**src/rtl/fetch_pc_gen_pkg.sv**
```systemverilog
// Shared fetch-stage types: datapath widths, fetch FSM states and the IF/ID record.
package cpu_pkg;

   localparam int XLEN   = 32;
   localparam int INSN_W = 32;

   typedef enum logic [1:0] {
      S_REQ,
      S_WAIT,
      S_HOLD,
      S_DROP
   } fetch_state_e;

   typedef struct packed {
      logic [XLEN-1:0]   pc;
      logic [INSN_W-1:0] instr;
      logic              pred_taken;
      logic [XLEN-1:0]   pred_target;
   } if_id_t;

   localparam logic [XLEN-1:0] PC_ALIGN_MASK = ~XLEN'(3);

   // Fetch addresses are word aligned; low two bits are always cleared.
   function automatic logic [XLEN-1:0] align_pc(input logic [XLEN-1:0] pc);
      return pc & PC_ALIGN_MASK;
   endfunction

endpackage

```
**src/rtl/fetch_pc_gen_if.sv**
```systemverilog
// Instruction-memory request/response bus between the fetch unit and memory.
interface fetch_pc_gen_if;
   import cpu_pkg::*;

   logic                imem_req;
   logic [XLEN-1:0]     imem_addr;
   logic                imem_gnt;
   logic                imem_rvalid;
   logic [INSN_W-1:0]   imem_rdata;

   modport master (
      output imem_req,
      output imem_addr,
      input  imem_gnt,
      input  imem_rvalid,
      input  imem_rdata
   );

   modport slave (
      input  imem_req,
      input  imem_addr,
      output imem_gnt,
      output imem_rvalid,
      output imem_rdata
   );

endinterface

```
**src/rtl/fetch_pc_gen.sv**
```systemverilog
// Fetch front end: owns the fetch PC, issues single-outstanding imem requests,
// and holds each returned instruction with its BTB prediction until decode takes it.
module fetch_pc_gen
   import cpu_pkg::*;
#(
   parameter logic [XLEN-1:0] RESET_PC = 32'h0000_0000
) (
   input  logic              clk,
   input  logic              rst,
   output logic [XLEN-1:0]   pc_if,
   input  logic              hit_if,
   input  logic [XLEN-1:0]   target_if,
   fetch_pc_gen_if.master    imem,
   output logic              if_valid,
   output logic [XLEN-1:0]   if_pc,
   output logic [INSN_W-1:0] if_instr,
   output logic              if_pred_taken,
   output logic [XLEN-1:0]   if_pred_target,
   input  logic              id_ready,
   input  logic              redirect_en,
   input  logic [XLEN-1:0]   redirect_pc
);

   fetch_state_e    state_q, state_d;
   logic [XLEN-1:0] pc_q, pc_d;
   logic [XLEN-1:0] hold_pc_q, hold_pc_d;
   logic            cap_taken_q, cap_taken_d;
   logic [XLEN-1:0] cap_target_q, cap_target_d;
   if_id_t          out_q, out_d;

   logic [XLEN-1:0] pc_pred;
   logic [XLEN-1:0] redirect_aligned;

   always_comb begin
      state_d          = state_q;
      pc_d             = pc_q;
      hold_pc_d        = hold_pc_q;
      cap_taken_d      = cap_taken_q;
      cap_target_d     = cap_target_q;
      out_d            = out_q;
      pc_pred          = hit_if ? align_pc(target_if) : (pc_q + XLEN'(4));
      redirect_aligned = align_pc(redirect_pc);

      // A redirect wins in every state; an in-flight request is turned into a drop.
      unique case (state_q)
         S_REQ: begin
            if (redirect_en) begin
               pc_d    = redirect_aligned;
               state_d = imem.imem_gnt ? S_DROP : S_REQ;
            end else if (imem.imem_gnt) begin
               hold_pc_d    = pc_q;
               cap_taken_d  = hit_if;
               cap_target_d = pc_pred;
               pc_d         = pc_pred;
               state_d      = S_WAIT;
            end
         end
         S_WAIT: begin
            if (redirect_en) begin
               pc_d    = redirect_aligned;
               state_d = imem.imem_rvalid ? S_REQ : S_DROP;
            end else if (imem.imem_rvalid) begin
               out_d.pc          = hold_pc_q;
               out_d.instr       = imem.imem_rdata;
               out_d.pred_taken  = cap_taken_q;
               out_d.pred_target = cap_target_q;
               state_d           = S_HOLD;
            end
         end
         S_HOLD: begin
            if (redirect_en) begin
               pc_d    = redirect_aligned;
               state_d = S_REQ;
            end else if (id_ready) begin
               state_d = S_REQ;
            end
         end
         S_DROP: begin
            if (redirect_en) begin
               pc_d    = redirect_aligned;
            end
            if (imem.imem_rvalid) begin
               state_d = S_REQ;
            end
         end
         default: state_d = S_REQ;
      endcase
   end

   always_ff @(posedge clk or negedge rst) begin
      if (!rst) begin
         state_q      <= S_REQ;
         pc_q         <= align_pc(RESET_PC);
         hold_pc_q    <= '0;
         cap_taken_q  <= 1'b0;
         cap_target_q <= '0;
         out_q        <= '0;
      end else begin
         state_q      <= state_d;
         pc_q         <= pc_d;
         hold_pc_q    <= hold_pc_d;
         cap_taken_q  <= cap_taken_d;
         cap_target_q <= cap_target_d;
         out_q        <= out_d;
      end
   end

   // Request is gated by reset so nothing is issued while reset is held.
   assign imem.imem_req  = rst & (state_q == S_REQ);
   assign imem.imem_addr = pc_q;
   assign pc_if          = pc_q;

   assign if_valid       = (state_q == S_HOLD);
   assign if_pc          = out_q.pc;
   assign if_instr       = out_q.instr;
   assign if_pred_taken  = out_q.pred_taken;
   assign if_pred_target = out_q.pred_target;

endmodule

```
**src/flat_wrapper.sv**
```systemverilog
// flat-port wrapper written by rule: the top's interface ports become plain ports
module fetch_pc_gen_flat import cpu_pkg::*;
#(
   parameter logic [XLEN-1:0] RESET_PC = 32'h0000_0000
)
  (clk, rst, pc_if, hit_if, target_if, if_valid, if_pc, if_instr, if_pred_taken, if_pred_target, id_ready, redirect_en, redirect_pc, imem_imem_req, imem_imem_addr, imem_imem_gnt, imem_imem_rvalid, imem_imem_rdata);
  fetch_pc_gen_if imem_i ();
  input  logic clk;
  input  logic rst;
  output logic [XLEN-1:0] pc_if;
  input  logic hit_if;
  input  logic [XLEN-1:0] target_if;
  output logic if_valid;
  output logic [XLEN-1:0] if_pc;
  output logic [INSN_W-1:0] if_instr;
  output logic if_pred_taken;
  output logic [XLEN-1:0] if_pred_target;
  input  logic id_ready;
  input  logic redirect_en;
  input  logic [XLEN-1:0] redirect_pc;
  output wire logic [$bits(imem_i.imem_req)-1:0] imem_imem_req;
  output wire logic [$bits(imem_i.imem_addr)-1:0] imem_imem_addr;
  input wire logic [$bits(imem_i.imem_gnt)-1:0] imem_imem_gnt;
  input wire logic [$bits(imem_i.imem_rvalid)-1:0] imem_imem_rvalid;
  input wire logic [$bits(imem_i.imem_rdata)-1:0] imem_imem_rdata;
  assign imem_imem_req = imem_i.imem_req;
  assign imem_imem_addr = imem_i.imem_addr;
  assign imem_i.imem_gnt = imem_imem_gnt;
  assign imem_i.imem_rvalid = imem_imem_rvalid;
  assign imem_i.imem_rdata = imem_imem_rdata;
  fetch_pc_gen #(.RESET_PC(RESET_PC)) u_core (.clk(clk), .rst(rst), .pc_if(pc_if), .hit_if(hit_if), .target_if(target_if), .imem(imem_i), .if_valid(if_valid), .if_pc(if_pc), .if_instr(if_instr), .if_pred_taken(if_pred_taken), .if_pred_target(if_pred_target), .id_ready(id_ready), .redirect_en(redirect_en), .redirect_pc(redirect_pc));
endmodule
```
**config.mk**
```make
export PLATFORM = sky130hd
export DESIGN_NAME = fetch_pc_gen_flat
export DESIGN_NICKNAME = d
export VERILOG_FILES = /design/src/rtl/fetch_pc_gen_pkg.sv /design/src/rtl/fetch_pc_gen_if.sv /design/src/rtl/fetch_pc_gen.sv /design/src/flat_wrapper.sv
export SDC_FILE = /design/constraint.sdc
export NUM_CORES = 1
export LEC_CHECK = 0
export ABC_CLOCK_PERIOD_IN_PS = 3700
export BUFFER_PORTS_ARGS = -buffer_cell sky130_fd_sc_hd__buf_2
export CAP_MARGIN = 20
export CORE_ASPECT_RATIO = 2
export CORE_MARGIN = 1.5
export CORE_UTILIZATION = 49
export CTS_CLUSTER_SIZE = 20
export DETAILED_ROUTE_END_ITERATION = 8
export HOLD_SLACK_MARGIN = 0.02
export PLACE_DENSITY = 0.84
export SKIP_CTS_REPAIR_TIMING = 1
export SYNTH_ARGS = -nofsm -noshare
export SYNTH_HDL_FRONTEND = slang
export SYNTH_SLANG_ARGS = --single-unit
```
**constraint.sdc**
```tcl
create_clock -name clk -period 3.7 [get_ports clk]
set_input_delay 0.74 -clock clk [delete_from_list [all_inputs] [get_ports clk]]
set_output_delay 0.74 -clock clk [all_outputs]
set_load 0.01 [all_outputs]
```
# Word-level counts from Yosys, hierarchy flattened
# Cells that the tools add are included.
totals:
  wordCells: 41
  output_inout_bits: 163
  input_bits: 103
  register_bits: 196
classes:
  add_sub_neg: 1
  n_mux: 15
  eq_ne: 8
  bitwise: 2
  reduce_logical: 6
op_table:
  columns: ["op", "n"]
  rows:
  - ["two-way mux 32 bit", 4]
  - ["one-hot mux 32 bit (2 select lines)", 1]
  - ["adder 32 x 3 -> 32 bit (second input constant)", 1]
  - ["two-way mux 2 bit", 9]
  - ["one-hot mux 2 bit (4 select lines)", 1]
  - ["inequality test 3 bit (second input constant)", 2]
  - ["AND reduction 3 bit", 2]
  - ["== test 2 bit (second input constant)", 2]
  - ["AND reduction 4 bit", 1]
  - ["inequality test 3 x 1 -> 1 bit (second input constant)", 1]
  - ["OR reduction 3 bit", 1]
  - ["== test 2 x 1 -> 1 bit (second input constant)", 1]
  - ["logical NOT 2 bit", 1]
  - ["inequality test 2 x 1 -> 1 bit (second input constant)", 1]
  - ["inequality test 2 bit (second input constant)", 1]
  - ["AND reduction 2 bit", 1]
  - ["AND 1 bit", 1]
  - ["NOT 1 bit", 1]

# Logic depth before layout (Yosys ltp)
# Gate-level depths: netlist of run 1.
logic_depth:
  depth_word: 5
  depth_mapped: 8
  ltp_nobuf: 6

# Least setup slack after synthesis of run 1
# OpenSTA, ideal clock, no wires.
synth_timing:
  path_type: "in2reg"
  start: "input redirect_en"
  end: "register u_core.cap_target_q[14]"
  setup_ps: 134
  path_buffers: 4
  t_arrival_ps: 2109
  slack_ps: 1457
  stages: 7
  required_time_ps: 3566
  path_cell_list: "clkbuf_1 or4b_1 buf_2 clkbuf_1 clkbuf_1 nand2_1 nand2_1"
synth_via:
  elab_chain_cells: 2
synth_lines:
  columns: ["element", "line", "text"]
  rows:
  - ["start, declared", "flat_wrapper.sv:19", "input logic redirect_en;"]
  - ["NOT 1 bit (no line)", null, null]
  - ["AND reduction 3 bit (no line)", null, null]
  - ["end signal, assigned", "fetch_pc_gen.sv:103", "cap_target_q <= cap_target_d;"]
  - ["end, declared", "fetch_pc_gen.sv:28", "logic [XLEN-1:0] cap_target_q, cap_target_d;"]
# No other way between the ends.
# A chain may end at the register's enable or synchronous reset.

# Worst setup path in the final report of run 1
layout_timing:
  start: "register u_core.pc_q[2] (netlist: u_core.imem.imem_addr[2])"
  end: "register u_core.pc_q[30] (netlist: u_core.imem.imem_addr[30])"
layout_via:
  elab_chain_cells: 5
layout_lines:
  columns: ["element", "line", "text"]
  rows:
  - ["start, declared", "fetch_pc_gen.sv:25", "logic [XLEN-1:0] pc_q, pc_d;"]
  - ["start signal, assigned", "fetch_pc_gen.sv:93", "pc_q <= align_pc(RESET_PC);"]
  - ["start signal, assigned", "fetch_pc_gen.sv:100", "pc_q <= pc_d;"]
  - ["adder 32 x 3 -> 32 bit", "fetch_pc_gen.sv:41", "pc_pred = hit_if ? align_pc(target_if) : (pc_q + XLEN'(4));"]
  - ["two-way mux 32 bit", "fetch_pc_gen.sv:41", null]
  - ["two-way mux 32 bit", "fetch_pc_gen.sv:50", "end else if (imem.imem_gnt) begin"]
  - ["two-way mux 32 bit", "fetch_pc_gen.sv:47", "if (redirect_en) begin"]
  - ["one-hot mux 32 bit (2 select lines)", "fetch_pc_gen.sv:45", "unique case (state_q)"]
# No other way between the ends. The select of a mux whose other input is x is not followed.

==> run metrics, run 1 <==
dpl hpwl=around 17000 um; fraction of layout instances using a drive strength above 1=40.66%; average via count per standard cell=5.603; sort of element at the end of the critical path=register; number of cells in the design after placement=1239; post-detailed-routing wire length=23350 um; worst path arrival time=2980 ps; detailed-route wire length on metal 1=8724 um; violations in the final reports=DRC; clock insertion delay at the later pin of the skew report=around 440 ps; number of DRC markers after the initial detailed-route iteration=441; core area=18130 um2; First-pass DRT Iterations=7; pin count of the biggest net entering global routing=197; via count of the routed design=7144; max-slew violation count=0; starting density of the core=49.77%; Die Height=194.9 um; worst max-slew margin expressed relative to the limit=18.55%; highest achievable clock rate=0.3756 GHz; worst hold slack=approximately 380 ps; number of global-route vias before repair=7051; number of standard-cell rows in the floorplan=70; final setup violation count=0; top fanout value on the critical path=8; dominant cell type by area after synthesis=dfrtp_1; antenna viol nets, final=0; number of levels the H-tree was split into=4; count of yosys warnings during synthesis=0; final-layout fill cell count=1514; sequential cell area fraction in the yosys report=54.36%; area enclosed by the die boundary=19290 um2; routability cong.=0.8594; count of input and output buffers=261; area of the multi-input gates=3618 um2; final layout net count=1146; Num CTS Buffers=17; IO Count=around 270; worst min-delay path category=in2async; status=finished, violations left; total count of hold-check failures in the final report=0; count of clock tree sinks=196; unrepaired setup endpoints after global routing=false; post-synth net total=939; non-filler cells in the finished layout=around 1300; CTS clk-pin slew, worst paths=80 ps; chip width=98.95 um; Critical Path Start Type=register; worst-case clock skew=9.534 ps; portion of synthesized cell area occupied by the leading cell type=54.36%; flip-flop and latch count after synthesis=around 200; total negative setup slack=0 ps; Post-Syn Area per Cell=10.81 um2; critical path start-end classification=reg2reg; number of enable-type register cells in the synthesized netlist=0; root cell of the clock tree=clkbuf_16; MaxCap Viol Count=0; top flip-flop cell by instance count after synthesis=dfrtp_1; met2 wirelength from detailed routing=12020 um; Avg WL per Cell=between 15 and 20 um; share of the clock period used by the worst path=71.95%; post-synthesis instance total=835; Area growth syn-to-layout=20.82%; Worst IR Drop VDD=0.3742 mV; Worst Tran Pin Value=1222 ps; cell area after synthesis=9022 um2; pwr dens=about 750 nW/um2; area taken by flip-flops and latches=around 4900 um2; Residual DRC=16; Routed met3 length=~1300 um; dominant cells by area after synthesis=dfrtp_1, mux2_2, nand2_1; most frequently used cell type in the post-synthesis netlist=dfrtp_1; clock tree from TritonCTS=done; Post-synth top cells=dfrtp_1, nand2_1, mux2_2; Longest Clk Path Bufs=2; Worst Path Required=4020 ps; total grt overflow=0; Lkg Pwr=approximately 5.4 nW; first-pass GRT wire length=around 37000 um; Netlist cell types=65; post-synthesis async set-or-reset flop share=100.0%; final period demand of the worst path=2662 ps; initial antenna violation count=4; overall routing resource usage=approximately 25%; highest signal layer in the routed design=met4
[cell type report]
type,count,area share [%]
diodes,4,0.09183
well taps,216,2.479
flip-flops and latches,196,45.00
inverters,10,0.3444
multi-input cells,541,33.20
repair buffers,276,13.44
clock inverters,14,1.515
clock buffers,18,3.937
[logic make-up after synthesis]
logic type	synth area share, %
AO/OA/AOI/OAI	9.111
buffers and inverters	5.769
flip-flops	54.36
AND/OR/NAND/NOR	16.28
multiplexers	13.37
adder cells (fa/ha/maj)	0.1387
XOR/XNOR	0.9707
[through the flow]
step | power [mW] | instance area, um2 | worst slack [ps] | utilization [%]
5_1_grt | 8.723 | 10900 | 984.4 | 60.12
4_1_cts | 8.304 | 10890 | 1045 | 60.07
6_report | 8.222 | 10900 | 1038 | 60.12
2_1_floorplan | 5.263 | 9022 | 1457 | -
3_3_place_gp | 6.276 | 10300 | 1111 | 56.79
3_5_place_dp | 6.409 | 10300 | 1088 | 56.79
[cells in the final DEF, fill, tap and decap left out, types with 5 or more instances in the layout]
| cell type | netlist | layout |
|---|---|---|
| mux2i_1 | 8 | 8 |
| xor2_1 | 5 | 5 |
| o21ai_0 | 52 | 52 |
| o311ai_0 | 6 | 6 |
| o31a_1 | 8 | 8 |
| clkbuf_16 | 0 | 17 |
| nand3_1 | 16 | 16 |
| nor3b_1 | 14 | 14 |
| dfrtp_1 | 196 | 196 |
| buf_2 | 22 | 260 |
| nand2_1 | 159 | 159 |
| o211ai_1 | 9 | 9 |
| nor3_1 | 5 | 5 |
| inv_1 | 10 | 10 |
| a21oi_1 | 27 | 27 |
| xnor2_1 | 5 | 5 |
| mux2_2 | 100 | 100 |
| nand4_1 | 12 | 12 |
| nor4_1 | 13 | 13 |
| nand2b_1 | 10 | 10 |
| buf_4 | 33 | 12 |
| nor2_1 | 23 | 23 |
[path summary, 6_finish.rpt]
kind / startpoint / end / slack (ps) / cells past startpoint
worst min register to register: u_core.hold_pc_q[4] / u_core.hold_pc_q[4] / 470 / 2
min in group clk: u_core.hold_pc_q[4] / u_core.hold_pc_q[4] / 470 / 2
worst max-delay path: u_core.imem.imem_addr[2] / u_core.imem.imem_addr[30] / 1040 / 6
max in group asynchronous: rst / u_core.imem.imem_addr[12] / 2300 / 2
worst min-delay path: rst / u_core.if_instr[31] / 380 / 2
worst max register to register: u_core.imem.imem_addr[2] / u_core.imem.imem_addr[30] / 1040 / 6
[sequential cells by signal, summed over array words and instances, names as in the netlist]
| name | flops |
|---|---|
| u_core.if_instr | 32 |
| u_core.cap_taken_q | 1 |
| u_core.if_pred_target | 32 |
| u_core.hold_pc_q | 32 |
| u_core.imem.imem_addr | 32 |
| u_core.if_pred_taken | 1 |
| u_core.cap_target_q | 32 |
| u_core.if_pc | 32 |
| u_core.state_q | 2 |
[power by group]
part / switching [mW] / internal [mW] / leakage [nW]
combinational: 1.41 / 1.26 / 2.62
sequential: 0.656 / 3.03 / 2.44
clock: 0.848 / 1.02 / 0.284
total: 2.91 / 5.31 / 5.35
[metal layers]
layer / global-route usage, % / vias up
met1: 29.58 / 3438
li1: - / 3312
met3: 3.848 / 80
met4: 15.77 / 0
met2: 41.35 / 314
met5: 0 / -
[critical path: stages, from the launching register on]
cell,delay (ps)
dfrtp_1,510
ha_1,380
nand2_1,170
nor3_1,610
nand3_2,240
and3b_1,240
a2111o_1,390
(Power assumes the default switching activity.)
==> inputs of run 2 (changes only) <==
--- a/config.mk
+++ b/config.mk
@@ -5,16 +5,16 @@
 export SDC_FILE = /design/constraint.sdc
 export NUM_CORES = 1
 export LEC_CHECK = 0
-export ABC_CLOCK_PERIOD_IN_PS = 3700
+export ABC_CLOCK_PERIOD_IN_PS = 2280
 export BUFFER_PORTS_ARGS = -buffer_cell sky130_fd_sc_hd__buf_2
 export CAP_MARGIN = 20
 export CORE_ASPECT_RATIO = 2
 export CORE_MARGIN = 1.5
-export CORE_UTILIZATION = 49
+export CORE_UTILIZATION = 47
 export CTS_CLUSTER_SIZE = 20
 export DETAILED_ROUTE_END_ITERATION = 8
 export HOLD_SLACK_MARGIN = 0.02
-export PLACE_DENSITY = 0.84
+export PLACE_DENSITY = 0.85
 export SKIP_CTS_REPAIR_TIMING = 1
 export SYNTH_ARGS = -nofsm -noshare
 export SYNTH_HDL_FRONTEND = slang
==> constraint.sdc (replaced) <==
create_clock -name clk -period 2.28 [get_ports clk]
set_input_delay 0.456 -clock clk [delete_from_list [all_inputs] [get_ports clk]]
set_output_delay 0.456 -clock clk [all_outputs]
set_load 0.01 [all_outputs]
==> run metrics, run 2 (synthesized netlist as in run 1, its figures left out) <==
cell family with most CP delay=simple AND/OR/NAND/NOR gates; Worst Tran Pin Value=roughly 850 ps; number of global-route vias before repair=7300; MaxCap Viol Count=0; highest achievable clock rate=roughly 0.45 GHz; most frequent standard cell in the layout excluding fill and tap cells=buf_2; Critical Path Start Type=register; pwr dens=1214 nW/um2; clock tree from TritonCTS=done; status=complete, no violations; worst max-slew margin expressed relative to the limit=43.61%; Num CTS Buffers=17; highest-count cells in the layout ignoring fill and taps=buf_2, dfrtp_1, nand2_1, mux2_2, o21ai_0; worst setup slack after layout=80.72 ps; core area=roughly 19000 um2; antenna viol nets, final=0; slowest stage delay, CP=540 ps; worst hold slack=approximately 40 ps; final layout net count=1181; dpl hpwl=18070 um; total grt overflow=0; max-slew violation count=0; number of DRC markers after the initial detailed-route iteration=~530; First-pass DRT Iterations=5; count of clock tree sinks=~200; Slowest cell on crit path=or4b_1; post-detailed-routing wire length=around 25000 um; starting density of the core=47.91%; Buffers & Inverters on Critical Path=0; worst min-delay path category=in2async; chip width=101.0 um; Residual DRC=0; area enclosed by the die boundary=between 20000 and 25000 um2; IO Count=266; average via count per standard cell=5.443; post-place instance area=~11000 um2; worst path arrival time=2520 ps; total count of hold-check failures in the final report=0; Worst Path Required=2600 ps; share of the clock period used by the worst path=96.46%; root cell of the clock tree=clkbuf_16; final cell area excluding filler cells=11270 um2; first-pass GRT wire length=38610 um; post-place setup slack=195.3 ps; unrepaired setup endpoints after global routing=false; number of levels the H-tree was split into=4; Die Height=198.9 um; number of standard-cell rows in the floorplan=71; total negative setup slack=0 ps; area taken by flip-flops and latches=4905 um2; final-layout fill cell count=1644; count of input and output buffers=261; Area growth syn-to-layout=24.95%; routability cong.=0.9013; pin count of the biggest net entering global routing=129; sort of element at the end of the critical path=register; crit path cell chain=nand4_4 -> nor3_4 -> nand4_2 -> or4b_1 -> a32o_1; CTS clk-pin slew, worst paths=80 ps; Avg WL per Cell=18.51 um; initial antenna violation count=4; final setup violation count=0; clock insertion delay at the later pin of the skew report=~440 ps; fraction of layout instances using a drive strength above 1=42.66%; final period demand of the worst path=2199 ps; critical path start-end classification=reg2reg; worst-case clock skew=9.279 ps; Worst IR Drop VDD=0.5311 mV; area of the multi-input gates=3618 um2; Lkg Pwr=5.543 nW; Longest Clk Path Bufs=2; overall routing resource usage=25.22%; via count of the routed design=7343; top fanout value on the critical path=6
[run 2: changes by cell type in the layout (fill, tap and decap cells not counted)]
cell        previous run  this run
clkbuf_1               1         0
buf_12                 3         7
inv_6                  4         3
buf_4                 12        43
clkinvlp_4             3         2
clkinv_2               1         0
inv_8                  3         6
bufinv_16              2         1
clkinv_8               0         2
[run 2: per-layer routing]
metal	global-route usage [%]	vias to the layer above	share of wire [%]
li1	-	3370	-
met1	28.86	3577	37
met4	15.90	2	5.2
met5	0	-	0.040
met3	3.725	72	5.3
met2	43.52	322	52
[run 2: report_power, final]
group / leakage (nW) / total, mW / switching, mW / internal (mW)
sequential: 2.44 / 5.78 / 0.864 / 4.92
combinational: 2.81 / 4.83 / 2.58 / 2.25
clock: 0.292 / 3.08 / 1.50 / 1.58
[run 2: cell type report]
type                    count  share of cell area, %
diodes                      4                0.08879
clock buffers              17                  3.774
clock inverters            15                  1.598
inverters                  10                 0.3330
multi-input cells         541                  32.10
flip-flops and latches    196                  43.51
well taps                 255                  2.830
repair buffers            311                  15.77
[run 2: final timing paths]
path	from	endpoint	slack [ps]	cells past startpoint
max in group asynchronous	rst	u_core.hold_pc_q[30]	1480	2
worst max-delay path	u_core.imem.imem_addr[11]	u_core.imem.imem_addr[21]	80	5
worst min-delay path	rst	u_core.if_pred_target[5]	40	2
worst max register to register	u_core.imem.imem_addr[11]	u_core.imem.imem_addr[21]	80	5
worst min register to register	u_core.hold_pc_q[31]	u_core.hold_pc_q[31]	470	2
min in group clk	redirect_pc[12]	u_core.imem.imem_addr[12]	240	3
[run 2: metrics by stage]
stage	util [%]	total power, mW	cells
floorplan	-	8.541	835
global placement	56.59	10.44	1313
detailed placement	56.59	10.67	1313
CTS	59.81	13.77	1345
global route	59.85	14.48	1348
finish	59.86	13.69	1349
[run 2: worst reg2reg max path, stage by stage, from the launching register on]
cell and delay, ps:
dfrtp_1 500, nand4_4 200, nor3_4 390, nand4_2 180
or4b_1 540, a32o_1 290
